[src/rtl/gold_code_generator.sv]
// Gold-code chip generator: two 10-stage maximal-length LFSRs (G1, G2) XORed
// into a chip stream, with a chip counter and a multiplexed 8-bit output view.
module gold_code_generator (
    input  logic       clk,
    input  logic       rst,
    input  logic       mux_sel,
    input  logic       load_gold_n,
    input  logic [3:0] seed_in,
    output logic [7:0] io_out
);

    logic [9:0] g1_q, g1_d;
    logic [9:0] g2_q, g2_d;
    logic [9:0] count_q, count_d;

    logic g1_fb, g2_fb;
    logic g1_out, g2_out, gold, epoch;

    // Feedback taps: G1 = x^10+x^3+1, G2 = x^10+x^9+x^8+x^6+x^3+x^2+1
    always_comb begin
        g1_fb = g1_q[2] ^ g1_q[9];
        g2_fb = g2_q[1] ^ g2_q[2] ^ g2_q[5] ^ g2_q[7] ^ g2_q[8] ^ g2_q[9];
    end

    // Next state: load/restart has priority over the free-running shift
    always_comb begin
        g1_d    = g1_q;
        g2_d    = g2_q;
        count_d = count_q;
        if (!load_gold_n) begin
            g1_d    = '1;
            // Upper six stages forced to ones so G2 can never lock up at zero
            g2_d    = {6'b111111, ~seed_in};
            count_d = '0;
        end else begin
            g1_d    = {g1_q[8:0], g1_fb};
            g2_d    = {g2_q[8:0], g2_fb};
            count_d = (count_q == 10'd1022) ? '0 : count_q + 10'd1;
        end
    end

    // State registers with asynchronous reset to the all-ones seed
    always_ff @(posedge clk or posedge rst) begin
        if (rst) begin
            g1_q    <= '1;
            g2_q    <= '1;
            count_q <= '0;
        end else begin
            g1_q    <= g1_d;
            g2_q    <= g2_d;
            count_q <= count_d;
        end
    end

    // Chip outputs taken straight from the current state (no pipeline)
    always_comb begin
        g1_out = g1_q[9];
        g2_out = g2_q[9];
        gold   = g1_out ^ g2_out;
        epoch  = (count_q == 10'd0);
    end

    // Output view select is purely combinational so mux_sel may run faster than clk
    always_comb begin
        if (mux_sel)
            io_out = {gold, g1_out, g2_out, epoch, 2'b00, count_q[9:8]};
        else
            io_out = count_q[7:0];
    end

endmodule

[config.mk]
export PLATFORM = sky130hd
export DESIGN_NAME = gold_code_generator
export DESIGN_NICKNAME = d
export VERILOG_FILES = /design/src/rtl/gold_code_generator.sv
export SDC_FILE = /design/constraint.sdc
export NUM_CORES = 1
export LEC_CHECK = 0
export ABC_CLOCK_PERIOD_IN_PS = 1410
export BUFFER_PORTS_ARGS = -buffer_cell sky130_fd_sc_hd__buf_2
export CAP_MARGIN = 30
export CORE_AREA = 2 2 71 73
export DETAILED_ROUTE_END_ITERATION = 16
export DIE_AREA = 0 0 73 75
export PLACE_DENSITY = 0.51
export SLEW_MARGIN = 20
export SYNTH_ARGS = -nofsm -noshare
export SYNTH_HDL_FRONTEND = slang
export SYNTH_SLANG_ARGS = --single-unit
[constraint.sdc]
create_clock -name clk -period 1.41 [get_ports clk]
set_input_delay 0.423 -clock clk [delete_from_list [all_inputs] [get_ports clk]]
set_output_delay 0.423 -clock clk [all_outputs]
set_load 0.01 [all_outputs]
# ---- Yosys cells after proc, flatten, opt, wreduce, memory -nomap -nowiden
# Cells that the tools add are included.
dict set report totals {
  in_bits 8
  wordCells 19
  ff_bits 30
}
dict set report classes {
  addsub 1
  n_bitwise 8
  eq_ne 1
  reduce_logical 1
  mux 5
}
# cell n
set op_table {}
lappend op_table {{$mux W10} 4}
lappend op_table {{$add A10 B1 Y10 const B} 1}
lappend op_table {{$eq A10 B10 Y1 const B} 1}
lappend op_table {{$logic_not A10 Y1} 1}
lappend op_table {{$mux W8} 1}
lappend op_table {{$xor A1 B1 Y1} 7}
lappend op_table {{$not A4 Y4} 1}

# ---- Logic depth before layout (Yosys ltp)
# Gate-level depths: netlist of the first run.
dict set report logic_depth {
  ltp_word 6
  mapped_depth 5
  mapped_depth_nobuf 5
}

# ---- Worst setup path after synthesis of the first run
# OpenSTA, ideal clock, no wires.
dict set report synth_path {
  kind {flip-flop to output port}
  start {register count_q[2]}
  end {output io_out[4]}
  t_arrival_ns 1.059
  setup_slack_ns -0.072
  path_buffers 1
  required_time_ns 0.987
  path_stages_with_launch 5
  cell_sequence {dfrtp_1 > buf_6 > nor4_1 > nand4_1 > mux2i_1}
}
dict set report synth_via {
  elab_chain_len 2
}
# item line
set synth_lines {}
lappend synth_lines {{from (decl)} 14} ;# logic [9:0] count_q, count_d;
lappend synth_lines {{from (signal assigned)} 51} ;# count_q <= count_d;
lappend synth_lines {{$logic_not A10 Y1} 60} ;# epoch = (count_q == 10'd0);
lappend synth_lines {{$mux W8} 65} ;# if (mux_sel)
lappend synth_lines {{to (decl)} 9} ;# output logic [7:0] io_out
# No other way between the ends.

# ---- Worst setup path in the final report of the first run
dict set report layout_path {
  start {register count_q[8]}
  end {output io_out[4]}
}
# Same word-level chain as after synthesis.

==> results of run 1 <==
[logic make-up (layout without fill, tap and decap cells)]
kind of cell	Yosys count	in the layout	synth area share
xor gates and xnor gates	8	8	0.0606
adders and majority gates	3	3	0.0272
and+or+nand+nor	46	46	0.193
buffers and inverters	8	54	0.0326
DFF	30	30	0.561
AOI/OAI and AO/OA	22	22	0.0950
muxes	4	4	0.0308
[power groups by stage]
stage,Combinational (µW),Sequential [µW],Clock (µW)
6_report,223,936,698
5_1_grt,254,940,780
4_1_cts,209,936,736
3_5_place_dp,203,948,0
3_3_place_gp,196,948,0
2_1_floorplan,126,948,0
[final timing paths]
| path | cells after the start | slack, ns | endpoint | startpoint |
|---|---|---|---|---|
| setup / recovery | 4 | -0.36 | io_out[4] | count_q[8] |
| hold / removal | 3 | 0.21 | count_q[2] | rst |
| setup reg to reg | 5 | -0.03 | count_q[7] | count_q[3] |
| hold reg to reg | 2 | 0.47 | g2_q[1] | g2_q[0] |
| max in group asynchronous | 3 | 0.89 | g1_q[4] | rst |
| min in group clk | 2 | 0.28 | g2_q[2] | seed_in[2] |
[Yosys cell counts]
library cell  instances
xnor3_1               1
nand3_1               4
buf_6                 2
xor2_1                2
or3_2                 1
and3_1                1
nand4_4               1
nand2b_1             15
nor3_1                1
nor4_1                1
o21ai_0               9
o31ai_2               1
or3_1                 1
a31oi_1               1
mux2i_1               2
xnor2_1               5
a21oi_1               6
dfrtp_1              10
nor2_1                5
o31ai_1               3
inv_1                 4
nand4_1               1
clkbuf_1              2
dfstp_2              20
or4_1                 2
ha_1                  3
nor2b_1               2
mux2_2                2
or4b_1                1
nand2_1              10
a21boi_1              2
[sequential cells by signal (all words and copies together) (netlist names)]
| name | count |
|---|---|
| g2_q | 10 |
| g1_q | 10 |
| count_q | 10 |
[area by class of cell]
type / instances / share of cell area
timing repair buffer: 42 / 0.170
sequential: 30 / 0.407
clock buffer: 7 / 0.0452
clock inverter: 1 / 0.00262
tap: 54 / 0.0354
inverter: 4 / 0.00786
multi-input combinational: 83 / 0.332
[metrics by stage]
step	instance area (µm²)	utilization	power, µW
floorplan	1390	-	1070
global placement	1640	0.353	1140
detailed placement	1640	0.353	1150
CTS	1800	0.387	1880
global route	1910	0.410	1970
finish	1910	0.410	1860
[critical path: stages (launching register included)]
cell	delay, ns
dfrtp_1	0.39
nor4_2	0.27
nand4_1	0.11
mux2i_1	0.14
buf_2	0.15
[repair_timing]
item | 4_1_cts | 5_1_grt
gates cloned | 0 | 0
endpoints found under the setup margin | 8 | 17
resized for setup | 8 | 17
pin swaps | 5 | 1
buffers inserted | 4 | 4
[per-layer routing]
layer / GRT usage / up-vias / routed length [µm]
li1: - / 503 / -
met1: 0.151 / 497 / 1260
met2: 0.190 / 19 / 1420
met3: 0.0415 / 2 / 105
met4: 0.0391 / 0 / 12
met5: 0 / - / 0
==> run summary, run 1 <==
run status = complete, but fails checks
failing checks = setup timing
Initial Util = 0.297
PD cells = 972 nW/µm²
Comb pwr share = 0.120
number of DRC markers in iteration 0 = 98
Die Wd = 73 µm
Req. time, crit path = 0.99 ns
post-route insts no fill = 221
sw power = 428 µW
worst slew pin tran = 0.369 ns
Pre-Repair DR Iteration Count = 4
Reg clk slew, reported paths = 0.06 ns
Boundary Pins = 16
Synth Cell Area = 1380 µm²
max_cap viols = 0
RSZ-0062 raised after global routing = true
sw frac = 0.230
critical path class = flop to primary output
# rows = 25
antenna violations before repair = 0
Ys Warns = 0
GRT Overall Usage = 0.119
post-synthesis cell type count = 31
largest net degree at the start of global routing = 31
P_leak = 0.000826 µW
fin crit share = 1.26
wire per inst = 12.7 µm
Final ANT Viol Nets = 0
VDD IR max = 582 µV
hold slack = 0.208 ns
port bufs = 15
largest cells by area after synthesis = dfstp_2, dfrtp_1, nand2b_1
Reg power frac = 0.504
Syn-to-layout area delta = 38.2%
area leader, netlist = dfstp_2
Final nets = 177
Final Worst Setup Slack = -0.361 ns
min Tclk post-route = 1.77 ns
Syn Inst Count = 121
Hold Path Class = input port to async pin
first-pass GRT wire length = 4910 µm
Inst Count DP = 205
Avg Inst Size Synth = 11.4 µm²
worst skew pair latency = 0.27 ns
Post-Syn Nets = 132
Layout Skew = 0.00782 ns
clock power share = 0.376
clock buffer depth = 2
cts hold-fix bufs = 0
via count = 1,021
clock tree root buffer cell = clkbuf_8
number of global-route vias before repair = 1,040
Final Max Slew Viols = 0
Seq cells post-synth = 30
Slew headroom = 0.754
part of the Yosys area used for sequential elements = 0.561
fillcell total = 468
Synth top area share = 0.380
die height = 75 µm
TritonCTS buffer count = 5
share of cells above drive strength 1 = 0.515
DRC = 0
# setup viols final = 10
FF/Latch Area = 777 µm²
Final Routed Wirelength = 2800 µm
CTS sink cnt = 30
Final TNS setup = -1.20 ns
CTS HTree Levels = 2
Int Power = 1430 µW
Worst Path Max Fanout = 2
dpl hpwl = 1970 µm
Startpoint Class = flop
Fin. Hold Viols = 0
# diodes = 0
Place WS = -0.0935 ns
Vias/cell = 4.62
grt total ovfl = 0
fmax = 564 MHz
CTS tree = yes
Core ar. = 4660 µm²
GP Congestion = 0.788
commonest cells after routing, fill and taps aside = dfstp_2, buf_4, nand2b_1
die area = 5480 µm²
area occupied by multi-input gates = 634 µm²
CP Capture Type = primary output
CP arrival = 1.35 ns
Power figures use the tool's default switching activity.
==> run 2: changes to the inputs <==
--- a/config.mk
+++ b/config.mk
@@ -6,7 +6,7 @@
 export NUM_CORES = 1
 export LEC_CHECK = 0
 export ABC_CLOCK_PERIOD_IN_PS = 1410
-export BUFFER_PORTS_ARGS = -buffer_cell sky130_fd_sc_hd__buf_2
+export BUFFER_PORTS_ARGS = -buffer_cell sky130_fd_sc_hd__clkbuf_2
 export CAP_MARGIN = 30
 export CORE_AREA = 2 2 71 73
 export DETAILED_ROUTE_END_ITERATION = 16
==> run 2 against run 1 <==
Effect of this change: the flow still finishes with violations (setup timing); via count decreased by 0.29%; sequential share of layout area is 0.92 points lower; sequential cell count unchanged.
==> run summary, run 2 (synthesis gave the netlist of run 1 again) <==
die height = 75 µm (unchanged)
crit path launch = count_q[3] (was count_q[8])
min Tclk post-route = 1.73 ns (was 1.77 ns)
number of DRC markers in iteration 0 = 89 (was 98)
commonest non-fill, non-tap cell in the layout = dfstp_2
worst skew pair latency = 0.28 ns (was 0.27 ns)
worst slew pin tran = 0.375 ns (was 0.369 ns)
critical path, cell by cell = nor4_2 -> nand4_1 -> mux2i_1 -> buf_2 (unchanged)
Hold Path Class = input port to async pin (unchanged)
Largest regs = count_q (10), g1_q (10), g2_q (10) (unchanged)
Layout Skew = 0.0122 ns (was 0.00782 ns)
R2R Path Start = count_q[5] (was count_q[3])
reg-to-reg endpoint = count_q[9] (was count_q[7])
clock buffer depth = 2 (unchanged)
Pre-Repair DR Iteration Count = 4 (unchanged)
Startpoint Class = flop (unchanged)
Final nets = 177 (unchanged)
DRC = 0 (unchanged)
Req. time, crit path = 0.99 ns (about the same)
TritonCTS buffer count = 5 (unchanged)
P_leak = 0.000848 µW (was 0.000826 µW)
dpl hpwl = 1960 µm (was 1970 µm)
fin crit share = 1.23 (was 1.26)
GP Congestion = 0.807 (was 0.788)
Final Worst Setup Slack = -0.320 ns (was -0.361 ns)
wire per inst = 13.0 µm (was 12.7 µm)
VDD IR max = 662 µV (was 582 µV)
Final TNS setup = -1.42 ns (was -1.20 ns)
clock tree root buffer cell = clkbuf_8 (unchanged)
# rows = 25 (unchanged)
Core ar. = 4660 µm² (unchanged)
Final Max Slew Viols = 0 (unchanged)
PD cells = 943 nW/µm² (was 972 nW/µm²)
CTS HTree Levels = 2 (unchanged)
slowest stage cell, crit path = dfrtp_1 (unchanged)
CP arrival = 1.31 ns (was 1.35 ns)
# setup viols final = 10 (unchanged)
Fin. Hold Viols = 0 (unchanged)
Die Wd = 73 µm (unchanged)
run status = complete, but fails checks (unchanged)
Reg clk slew, reported paths = 0.07 ns (was 0.06 ns)
Final ANT Viol Nets = 0 (unchanged)
grt total ovfl = 0 (unchanged)
fmax = 578 MHz (was 564 MHz)
# diodes = 0 (unchanged)
Final Routed Wirelength = 2860 µm (was 2800 µm)
Vias/cell = 4.63 (was 4.62)
first-pass GRT wire length = 4660 µm (was 4910 µm)
slowest stage delay, CP = 0.39 ns (about the same)
share of cells above drive strength 1 = 0.548 (was 0.515)
max_cap viols = 0 (unchanged)
GRT Overall Usage = 0.113 (was 0.119)
Initial Util = 0.297 (unchanged)
Final Power = 1840 µW (was 1860 µW)
via count = 1,018 (was 1,021)
die area = 5480 µm² (unchanged)
commonest cells after routing, fill and taps aside = dfstp_2, buf_4, nand2b_1 (unchanged)
failing checks = setup timing (unchanged)
Syn-to-layout area delta = 41.2% (was 38.2%)
r2r setup slk = -0.06 ns (was -0.03 ns)
number of global-route vias before repair = 1,064 (was 1,040)
critical path class = flop to primary output (unchanged)
Slew headroom = 0.750 (was 0.754)
CP Capture Type = primary output (unchanged)
Setup crit end = io_out[4] (unchanged)
Worst Path Max Fanout = 2 (unchanged)
antenna violations before repair = 0 (unchanged)
RSZ-0062 raised after global routing = true (unchanged)
cell depth of the worst flop-to-flop path = 4 (was 5)
Boundary Pins = 16 (unchanged)
CTS tree = yes (unchanged)
largest net degree at the start of global routing = 31 (unchanged)
CTS sink cnt = 30 (unchanged)
port bufs = 15 (unchanged)
-- run 2: repair_timing --
| action | 4_1_cts | 5_1_grt |
|---|---|---|
| setup endpoints to repair | 10 | 17 |
| resized for setup | 14 | 32 |
| setup buffers | 6 | 4 |
| pin swaps | 3 | 6 |
| hold buffers | 0 | 0 |
-- run 2: metrics by stage --
step	std cells	hold WS (ns)	instance area (µm²)	util	setup slack, ns
2_1_floorplan	121	0.455	1390	-	-0.0333
4_1_cts	219	0.197	1840	0.395	-0.343
6_report	220	0.185	1950	0.419	-0.320
3_5_place_dp	206	0.476	1660	0.357	-0.0661
3_3_place_gp	206	0.458	1660	0.357	-0.0599
5_1_grt	220	0.239	1950	0.419	-0.411
-- run 2: metal layers --
metal | up-vias | global-route usage | wire length [µm]
li1 | 504 | - | -
met1 | 495 | 0.146 | 1270
met2 | 15 | 0.178 | 1460
met3 | 4 | 0.0442 | 110
met4 | 0 | 0.0309 | 24
met5 | - | 0 | 0
-- run 2: report_power, final --
part           total (µW)  switching [µW]  internal [µW]
clock network         680             294            386
registers             936            16.5            920
logic                 225             111            114
total                1840             421           1420
-- run 2: worst min-delay path by stage --
stage	to	slack [ns]	cells past startpoint
after global routing	count_q[8]	0.24	3
after CTS	count_q[8]	0.20	3
after global placement	g2_q[1]	0.46	2
final	count_q[8]	0.19	3
after floorplan	g2_q[1]	0.46	2
after detailed placement	g1_q[7]	0.48	1
-- run 2: cell type report --
cell class	count	area (µm²)
Inverter	4	15.0
Multi-Input combinational cell	83	676
Timing Repair Buffer	42	332
Tap cell	54	67.6
Sequential cell	30	776
Fill cell	448	2710
Clock buffer	7	86.3
-- run 2: worst max-delay path, delay by kind of cell, from the launching register on --
kind                   cells  cell delay [ns]
AND/OR/NAND/NOR            2             0.38
multiplexers               1             0.13
flip-flops                 1             0.39
buffers and inverters      1             0.15
